--- src/rtl/ysyx_23060187_muldiv_pkg.sv ---
// Shared constants for the RV32M multiply/divide unit: fun3 op codes,
// sequencer states and the default datapath width.
package ysyx_23060187_muldiv_pkg;

  localparam int XLEN_DEFAULT = 32;

  localparam logic [2:0] MUL    = 3'b000;
  localparam logic [2:0] MULH   = 3'b001;
  localparam logic [2:0] MULHSU = 3'b010;
  localparam logic [2:0] MULHU  = 3'b011;
  localparam logic [2:0] DIV    = 3'b100;
  localparam logic [2:0] DIVU   = 3'b101;
  localparam logic [2:0] REM    = 3'b110;
  localparam logic [2:0] REMU   = 3'b111;

  typedef enum logic [1:0] {
    IDLE = 2'd0,
    CALC = 2'd1,
    FIX  = 2'd2,
    DONE = 2'd3
  } state_t;

endpackage

--- src/rtl/ysyx_23060187_muldiv_step.sv ---
// One radix-2 iteration shared by multiply (shift-add) and divide
// (restoring trial-subtract) on the 2*XLEN accumulator.
module ysyx_23060187_muldiv_step #(
  parameter int XLEN = 32
) (
  input  logic [2*XLEN-1:0] acc,
  input  logic [XLEN-1:0]   operand,
  input  logic              is_div,
  output logic [2*XLEN-1:0] acc_next,
  output logic              q_bit
);

  logic [XLEN:0] sum;
  logic [XLEN:0] rem_sh;
  logic [XLEN:0] diff;

  always_comb begin
    acc_next = '0;
    q_bit    = 1'b0;
    sum      = '0;
    rem_sh   = '0;
    diff     = '0;
    if (!is_div) begin
      // Upper half accumulates, lower half holds the unconsumed multiplier bits.
      sum      = {1'b0, acc[2*XLEN-1:XLEN]} + (acc[0] ? {1'b0, operand} : '0);
      acc_next = {sum, acc[XLEN-1:1]};
    end else begin
      // Partial remainder stays below the divisor, so bit XLEN of diff is a pure borrow.
      rem_sh   = acc[2*XLEN-1:XLEN-1];
      diff     = rem_sh - {1'b0, operand};
      q_bit    = ~diff[XLEN];
      acc_next = {(q_bit ? diff[XLEN-1:0] : rem_sh[XLEN-1:0]), acc[XLEN-2:0], 1'b0};
    end
  end

endmodule

--- src/rtl/ysyx_23060187_muldiv.sv ---
// RV32M multiply/divide sequencer: magnitude capture, XLEN iterative steps,
// sign fix-up and valid/ready handshakes on both sides.
module ysyx_23060187_muldiv
  import ysyx_23060187_muldiv_pkg::*;
#(
  parameter int XLEN = XLEN_DEFAULT
) (
  input  logic            clk,
  input  logic            rst_n,
  input  logic            in_valid,
  output logic            in_ready,
  input  logic [2:0]      op,
  input  logic [XLEN-1:0] src1,
  input  logic [XLEN-1:0] src2,
  input  logic            flush,
  output logic            out_valid,
  input  logic            out_ready,
  output logic [XLEN-1:0] result,
  output logic            busy
);

  localparam int CNT_W = $clog2(XLEN);
  localparam logic [CNT_W-1:0] LAST = CNT_W'(XLEN - 1);

  state_t              state_reg, state_next;
  logic [2:0]          op_reg;
  logic [CNT_W-1:0]    cnt_reg;
  logic [2*XLEN-1:0]   acc_reg;
  logic [XLEN-1:0]     operand_reg;
  logic                neg_reg;
  logic [XLEN-1:0]     result_reg;

  logic                accept;
  logic                div_zero;
  logic                signed_a, signed_b, sa, sb, neg_in;
  logic [XLEN-1:0]     a_mag, b_mag;
  logic [2*XLEN-1:0]   acc_step;
  logic                q_bit;
  logic [2*XLEN-1:0]   prod_fix;
  logic [XLEN-1:0]     quot, rem, fix_val;

  assign in_ready  = (state_reg == IDLE);
  assign out_valid = (state_reg == DONE);
  assign busy      = (state_reg != IDLE);
  assign result    = result_reg;

  assign accept   = in_valid & in_ready & ~flush;
  assign div_zero = op[2] & (src2 == '0);

  always_comb begin
    signed_a = (op == MULH) | (op == MULHSU) | (op == DIV) | (op == REM);
    signed_b = (op == MULH) | (op == DIV) | (op == REM);
    sa       = signed_a & src1[XLEN-1];
    sb       = signed_b & src2[XLEN-1];
    a_mag    = sa ? -src1 : src1;
    b_mag    = sb ? -src2 : src2;
    // Remainder takes the dividend's sign; product and quotient take the xor.
    neg_in   = (op == REM) ? sa : (sa ^ sb);
  end

  ysyx_23060187_muldiv_step #(.XLEN(XLEN)) u_step (
    .acc      (acc_reg),
    .operand  (operand_reg),
    .is_div   (op_reg[2]),
    .acc_next (acc_step),
    .q_bit    (q_bit)
  );

  always_comb begin
    prod_fix = neg_reg ? -acc_reg : acc_reg;
    quot     = acc_reg[XLEN-1:0];
    rem      = acc_reg[2*XLEN-1:XLEN];
    fix_val  = '0;
    case (op_reg)
      MUL:                  fix_val = prod_fix[XLEN-1:0];
      MULH, MULHSU, MULHU:  fix_val = prod_fix[2*XLEN-1:XLEN];
      DIV, DIVU:            fix_val = neg_reg ? -quot : quot;
      default:              fix_val = neg_reg ? -rem : rem;
    endcase
  end

  always_ff @(posedge clk or negedge rst_n) begin
    if (!rst_n) state_reg <= IDLE;
    else        state_reg <= state_next;
  end

  always_comb begin
    state_next = state_reg;
    if (flush) begin
      state_next = IDLE;
    end else begin
      case (state_reg)
        IDLE: if (in_valid) state_next = div_zero ? DONE : CALC;
        CALC: if (cnt_reg == LAST) state_next = FIX;
        FIX:  state_next = DONE;
        DONE: if (out_ready) state_next = IDLE;
        default: state_next = IDLE;
      endcase
    end
  end

  always_ff @(posedge clk or negedge rst_n) begin
    if (!rst_n) begin
      op_reg      <= '0;
      cnt_reg     <= '0;
      acc_reg     <= '0;
      operand_reg <= '0;
      neg_reg     <= 1'b0;
      result_reg  <= '0;
    end else if (!flush) begin
      case (state_reg)
        IDLE: if (accept) begin
          op_reg      <= op;
          cnt_reg     <= '0;
          acc_reg     <= {{XLEN{1'b0}}, a_mag};
          operand_reg <= b_mag;
          neg_reg     <= neg_in;
          if (div_zero) result_reg <= op[1] ? src1 : '1;
        end
        CALC: begin
          acc_reg <= acc_step | {{(2*XLEN-1){1'b0}}, q_bit};
          cnt_reg <= cnt_reg + 1'b1;
        end
        FIX: result_reg <= fix_val;
        default: ;
      endcase
    end
  end

endmodule
--- config.mk ---
export PLATFORM = sky130hd
export DESIGN_NAME = ysyx_23060187_muldiv
export DESIGN_NICKNAME = d
export VERILOG_FILES = /design/src/rtl/ysyx_23060187_muldiv_pkg.sv /design/src/rtl/ysyx_23060187_muldiv_step.sv /design/src/rtl/ysyx_23060187_muldiv.sv
export SDC_FILE = /design/constraint.sdc
export NUM_CORES = 1
export LEC_CHECK = 0
export CAP_MARGIN = 20
export CORE_MARGIN = 1.5
export CORE_UTILIZATION = 40
export DETAILED_ROUTE_END_ITERATION = 7
export GPL_TIMING_DRIVEN = 1
export HOLD_SLACK_MARGIN = 0.15
export PLACE_DENSITY_LB_ADDON = 0.12
export SYNTH_ARGS = -nofsm -noshare
export SYNTH_HDL_FRONTEND = slang
export SYNTH_HIERARCHICAL = 1
export SYNTH_SLANG_ARGS = --single-unit
--- constraint.sdc ---
create_clock -name clk -period 3.5 [get_ports clk]
set_input_delay 0.7 -clock clk [delete_from_list [all_inputs] [get_ports clk]]
set_output_delay 0.7 -clock clk [all_outputs]
set_load 0.05 [all_outputs]
Word-level counts from Yosys, hierarchy flattened

Index checks and enable logic that the tools add are counted.

Logic and storage cells: 84
Output and inout bits: 35
Input bits: 72
Register bits after elaboration: 139

Equality and inequality tests: 18
Bitwise gates (word level): 14
$add $sub $neg: 8
Multiplexer cells: 25
Reduce and logical (&&, ||, !) cells: 12

Operator list:

| operator            | count |
|---|---|
| $mux 32             | 9 |
| $mux 64             | 3 |
| $neg 32->32         | 4 |
| $pmux 64 s2         | 1 |
| $pmux 32 s3         | 1 |
| $neg 64->64         | 1 |
| $or 64x1->64        | 1 |
| $pmux 32 s2         | 1 |
| $add 32x33->33      | 1 |
| $sub 33x32->33      | 1 |
| $logic_not 32->1    | 1 |
| $eq 3x3->1 const B  | 4 |
| $mux 2              | 5 |
| $pmux 5 s2          | 1 |
| $eq 3x2->1 const B  | 3 |
| $reduce_and 3->1    | 3 |
| $pmux 2 s4          | 1 |
| $eq 3x1->1 const B  | 2 |
| $ne 3x2->1 const B  | 2 |
| $reduce_bool 2->1   | 3 |
| $add 5x1->5 const B | 1 |
| $and 1x1->1         | 5 |
| $eq 5x5->1 const B  | 1 |
| $mux 5              | 1 |
| 13 further kinds    | 21 |

Longest topological paths before layout

Gate-level depths: netlist of the first run.

Word-level depth: 8
Gate-level depth with buffers: 15
Depth with buffers taken out: 14

Cells and area by module

Netlist of the first run, hierarchy kept.

Modules (own cells, without submodules):

| module                    | times used | area each (um2) | cells each | seq. area each (um2) |
|---|---|---|---|---|
| ysyx_23060187_muldiv      | 1          | 10092.2         | 1252       | 3478.3 |
| ysyx_23060187_muldiv_step | 1          | 4680.7          | 685        | 0.0 |

Worst setup path before layout of the first run

Ideal clock, no wire load.

Kind: reg-to-reg
Start: register acc_reg[0]
End: register acc_reg[61]
Cell stages (with the launch flop): 15
Slack: -0.088 ns
Arrival time: 3.522 ns
Buffers on the path: 1
Required time: 3.434 ns
Period minus slack after synthesis: 3.588 ns
Setup time: 0.066 ns
Path through: dfrtp_1 clkbuf_1 and2_1 ha_1 fa_1 a211oi_1 o21bai_1 o41ai_1 a21oi_1 o211a_1 o211ai_1 nand2_1 a2111o_1 o221ai_1 a22o_1

Longest elaborated chain between the ends: 5

Ends and longest elaborated chain:

| item                     | RTL line                        | text |
|---|---|---|
| start: declaration       | ysyx_23060187_muldiv.sv:28      | `logic [2*XLEN-1:0] acc_reg;` |
| start signal: assignment | ysyx_23060187_muldiv.sv:115     | `acc_reg <= {{XLEN{1'b0}}, a_mag};` |
| start signal: assignment | ysyx_23060187_muldiv.sv:121     | `acc_reg <= acc_step \| {{(2*XLEN-1){1'b0}}, q_bit};` |
| $mux 32                  | ysyx_23060187_muldiv_step.sv:25 | `sum = {1'b0, acc[2*XLEN-1:XLEN]} + (acc[0] ? {1'b0, operand} : '0);` |
| $add 32x33->33           | ysyx_23060187_muldiv_step.sv:25 |  |
| $mux 64                  | ysyx_23060187_muldiv_step.sv:23 | `if (!is_div) begin` |
| net acc_step[61]         | ysyx_23060187_muldiv.sv:37      | `logic [2*XLEN-1:0] acc_step;` |
| $or 64x1->64             | ysyx_23060187_muldiv.sv:121     |  |
| $pmux 64 s2              | ysyx_23060187_muldiv.sv:111     | `case (state_reg)` |

The timed path passes the listed nets, and every way through them passes these cells.
A chain may end at the register's enable or synchronous reset.

Final worst setup path of the first run

Start: register operand_reg[0]
End: register acc_reg[63]

Longest elaborated chain between the ends: 5
Elaborated cells between the ends (all ways): 7
Those cells by class: add/sub (2); mux (4); bitwise (1)

Ends and longest elaborated chain:

| item                                      | RTL line                                                         | text |
|---|---|---|
| start: declaration                        | ysyx_23060187_muldiv.sv:29                                       | `logic [XLEN-1:0] operand_reg;` |
| start signal: assignment                  | ysyx_23060187_muldiv.sv:116                                      | `operand_reg <= b_mag;` |
| $mux 32 or $sub 33x32->33 (tied branches) | ysyx_23060187_muldiv_step.sv:25, ysyx_23060187_muldiv_step.sv:30 |  |
| $add 32x33->33 or $mux 32 (tied branches) | ysyx_23060187_muldiv_step.sv:25, ysyx_23060187_muldiv_step.sv:32 |  |
| $mux 64 (*)                               | ysyx_23060187_muldiv_step.sv:23                                  |  |
| net acc_step[63]                          | ysyx_23060187_muldiv.sv:37                                       |  |
| $or 64x1->64 (*)                          | ysyx_23060187_muldiv.sv:121                                      |  |
| $pmux 64 s2 (*)                           | ysyx_23060187_muldiv.sv:111                                      |  |

Mark *: on every way through the listed nets, which the timed path passes. The rest lies on a longest branch.

==> impl_results.md, run 1 <==
- Status: complete, but fails checks
- Failing checks: negative setup slack
- Number of flops mapped to enable cells by yosys: 0
- Area grow syn2layout: 25.5%
- Num CTS Buffers: 17
- Worst r2r src: operand_reg[0]$_DFFE_PN0P_
- Worst-path fanout max: 6
- Final TNS setup: -617 ps
- Setup CP Type: reg -> reg
- Pwr Density: 1120 nW/um2
- Sum of buffers and inverters on the critical path: 2
- Root Driver: clkbuf_16
- H-tree levels: 4
- Critical Path, Cell by Cell: ha_4 > fa_2 > nor2b_4 > o2111ai_4 > a2111oi_4 > buf_4 > or3_4 > a21oi_2 > a311oi_4 > buf_4 > and2_1 > and4_1 > nor4_1 > a22o_1
- Slew Limit Fails: 0
- RSZ-0062 raised after global routing: true
- Clk sinks: 139
- Vias in the first global route: 15,270
- Die height: 195 um
- Worst setup SP type: register
- Worst Tran Pin Value: 1050 ps
- Via count: 16,179
- Final Hold Viols: 0
- TritonCTS clock tree: built
- Clock Tree Buf Depth: 2
- DP HPWL: 46.3 mm
- Yosys Warn Count: 6
- Post-route clock period utilization: 1.02
- FP Rows: 70
- FILL cells: 3,590
- Synthesized Nets: 2,085
- Chip Width: 195 um
- Leading area contributor after synthesis: dfrtp_1
- Synthesized area: 14,800 um2
- ANT cells: 0
- Synth top area cells: dfrtp_1 (24%), ha_1 (6.3%), o21ai_0 (6.2%)
- Reg2reg end: acc_reg[63]$_DFFE_PN0P_
- Post-Syn Area per Cell: 7.63 um2
- Fraction of layout cells with a size suffix above 1: 0.172
- Total GRT Usage: 0.316
- Final worst slack: -65.8 ps
- Synth cell types: 87
- Largest stage delay, worst path: 430 ps
- Max reg flops: 64
- Clock skew: 10.6 ps
- Starting density of the core: 0.404
- Peak Freq: 0.280 GHz
- Relative max-transition margin: 0.297
- Grt total ovfl: 0
- Worst path required time: 3860 ps
- I/O pin count: 107
- Worst path depth: 14
- Initial antenna violation count: 3
- # hold bufs at CTS: 0
- Post-synth ARST share: 1.00
- Die Footprint: 38,100 um2
- Synth top area share: 0.235
- DRT antenna net count: 0
- Worst path most repeated cell: buf_4
- Via/cell ratio: 6.09
- Total Wirelength: 60.5 mm
- Worst setup endpoint: acc_reg[63]$_DFFE_PN0P_
- DRC errors left: 0
- Number of DRC markers in iteration 0: 1,631
- CP Capture Type: register
- Leak: 7.98 nW
- Syn Inst Count: 1,937
- Max-Cap Viols: 0
- Placed instance area: 17,700 um2
- Final GP Congestion: 0.978
- Critical-path top delay cell: dfrtp_1
- Maximum VDD drop: 0.554 mV
- Hold Path Class: in -> async
- Pre-antenna DRT Iters: 6
- Worst path top cell family by delay: compound AO/OA/AOI/OAI gates
- Largest net degree at the start of global routing: 85
- First-pass GRT wire length: 92.1 mm
- Port Buffers: 106
- Number of synthesized register bits: 139
- Seq/Total Area, Yosys: 0.235
- Worst-path clk slew: 70 ps
- DR WL/cell: 22.8 um
- Post-route cell area: 18,500 um2
- Crit path launch: operand_reg[0]$_DFFE_PN0P_
- Clock Latency Late Sink: 470 ps
- Crit path DAT: 3920 ps
- Min Tclk post-route: 3570 ps
- FF-to-FF setup slack: -70 ps
- Post-synth top cells: nand2_1 (183), o21ai_0 (182), nor2_1 (161)
- Setup Viol. Count Final: 20
- Core ar.: 36,500 um2
- Net count of the finished layout: 2,324
- Main synth FF type: dfrtp_1
- Worst r2r path cells: 14
- Most numerous cell in the Yosys netlist: nand2_1
==> worst reg2reg max path, delay by kind of cell, from the launching register on <==
kind	cells	cell delay (ps)
DFF	1	430
buffers and inverters	2	450
AOI/OAI and AO/OA	5	1290
adders and majority gates	2	610
and+or+nand+nor	5	700
==> how the worst min path moves through the flow <==
stage | to | slack [ps]
final | operand_reg[3]$_DFFE_PN0P_ | 240
after global routing | operand_reg[3]$_DFFE_PN0P_ | 280
after CTS | operand_reg[3]$_DFFE_PN0P_ | 270
after detailed placement | result[4]$_DFFE_PN0P_ | 470
after global placement | result[11]$_DFFE_PN0P_ | 470
after floorplan | acc_reg[0]$_DFFE_PN0P_ | 400
==> routing by layer <==
layer,wire length [um],GRT usage,vias up
li1,-,-,7562
met1,27600,0.454,7779
met2,25800,0.472,736
met3,5850,0.0775,96
met4,1210,0.0790,6
met5,37,0,-
==> cell usage in the layout (no fill, tap or decap), types with 12 or more instances in the layout <==
cell type / n
xnor2_1: 104
ha_1: 70
a21oi_1: 142
a31oi_1: 17
inv_1: 77
or3_1: 24
o31ai_1: 38
nand2_1: 181
mux2_2: 39
dfrtp_1: 137
nand2b_1: 17
nor2_1: 159
a22o_1: 32
a21o_1: 36
o21ai_0: 171
nand3_1: 29
mux2i_1: 31
a211oi_1: 17
clkbuf_16: 17
o211ai_1: 12
buf_4: 231
clkdlybuf4s50_1: 105
nor4_1: 22
o21ai_1: 18
nor3_1: 68
o22ai_1: 18
xor2_1: 57
and2_1: 41
nand4_1: 18
nor2b_1: 26
==> power by group <==
group	internal (mW)	leakage (nW)	total, mW	switching [mW]
combinational	6.31	5.94	15.8	9.45
clock	1.04	0.275	1.86	0.820
sequential	2.34	1.77	3.12	0.778
==> logic make-up after synthesis <==
group / synth area share
AND/OR/NAND/NOR: 0.220
AO/OA/AOI/OAI: 0.276
buffers and inverters: 0.0540
XOR/XNOR: 0.0955
flip-flops: 0.235
adder cells (fa/ha/maj): 0.0654
multiplexers: 0.0536
==> layout make-up <==
class                      instances  area (um2)  area share
sequential                       139        3480       0.188
tap                              468         586      0.0316
inverter                          79         297      0.0160
timing repair buffer             345        2900       0.157
clock inverter                    14         150     0.00810
multi-input combinational       1594       10700       0.577
clock buffer                      17         425      0.0230
==> metrics by stage <==
step                hold WS, ps  total power, mW  utilization  setup WS (ps)  std cells
finish                      238             20.7        0.507          -65.8       2656
global route                281             22.1        0.507           -150       2656
CTS                         266             20.1        0.502           1.80       2652
detailed placement          474             18.1        0.486           -261       2620
global placement            473             18.0        0.486           -308       2619
floorplan                   404             12.6            -           13.6       1937
==> repair_timing <==
item / CTS / global route
cloned: 0 / 1
pin swaps: 5 / 20
gates resized for setup: 8 / 48
hold endpoints to repair: 0 / 0
endpoints found under the setup margin: 33 / 34
setup buffers: 1 / 3
(Power assumes the default switching activity.)
==> run 2: changes to the inputs <==
- SLEW_MARGIN: not set -> 20
==> results of run 2 <==
No change in the layout: final DEF, timing and power equal those of run 1.
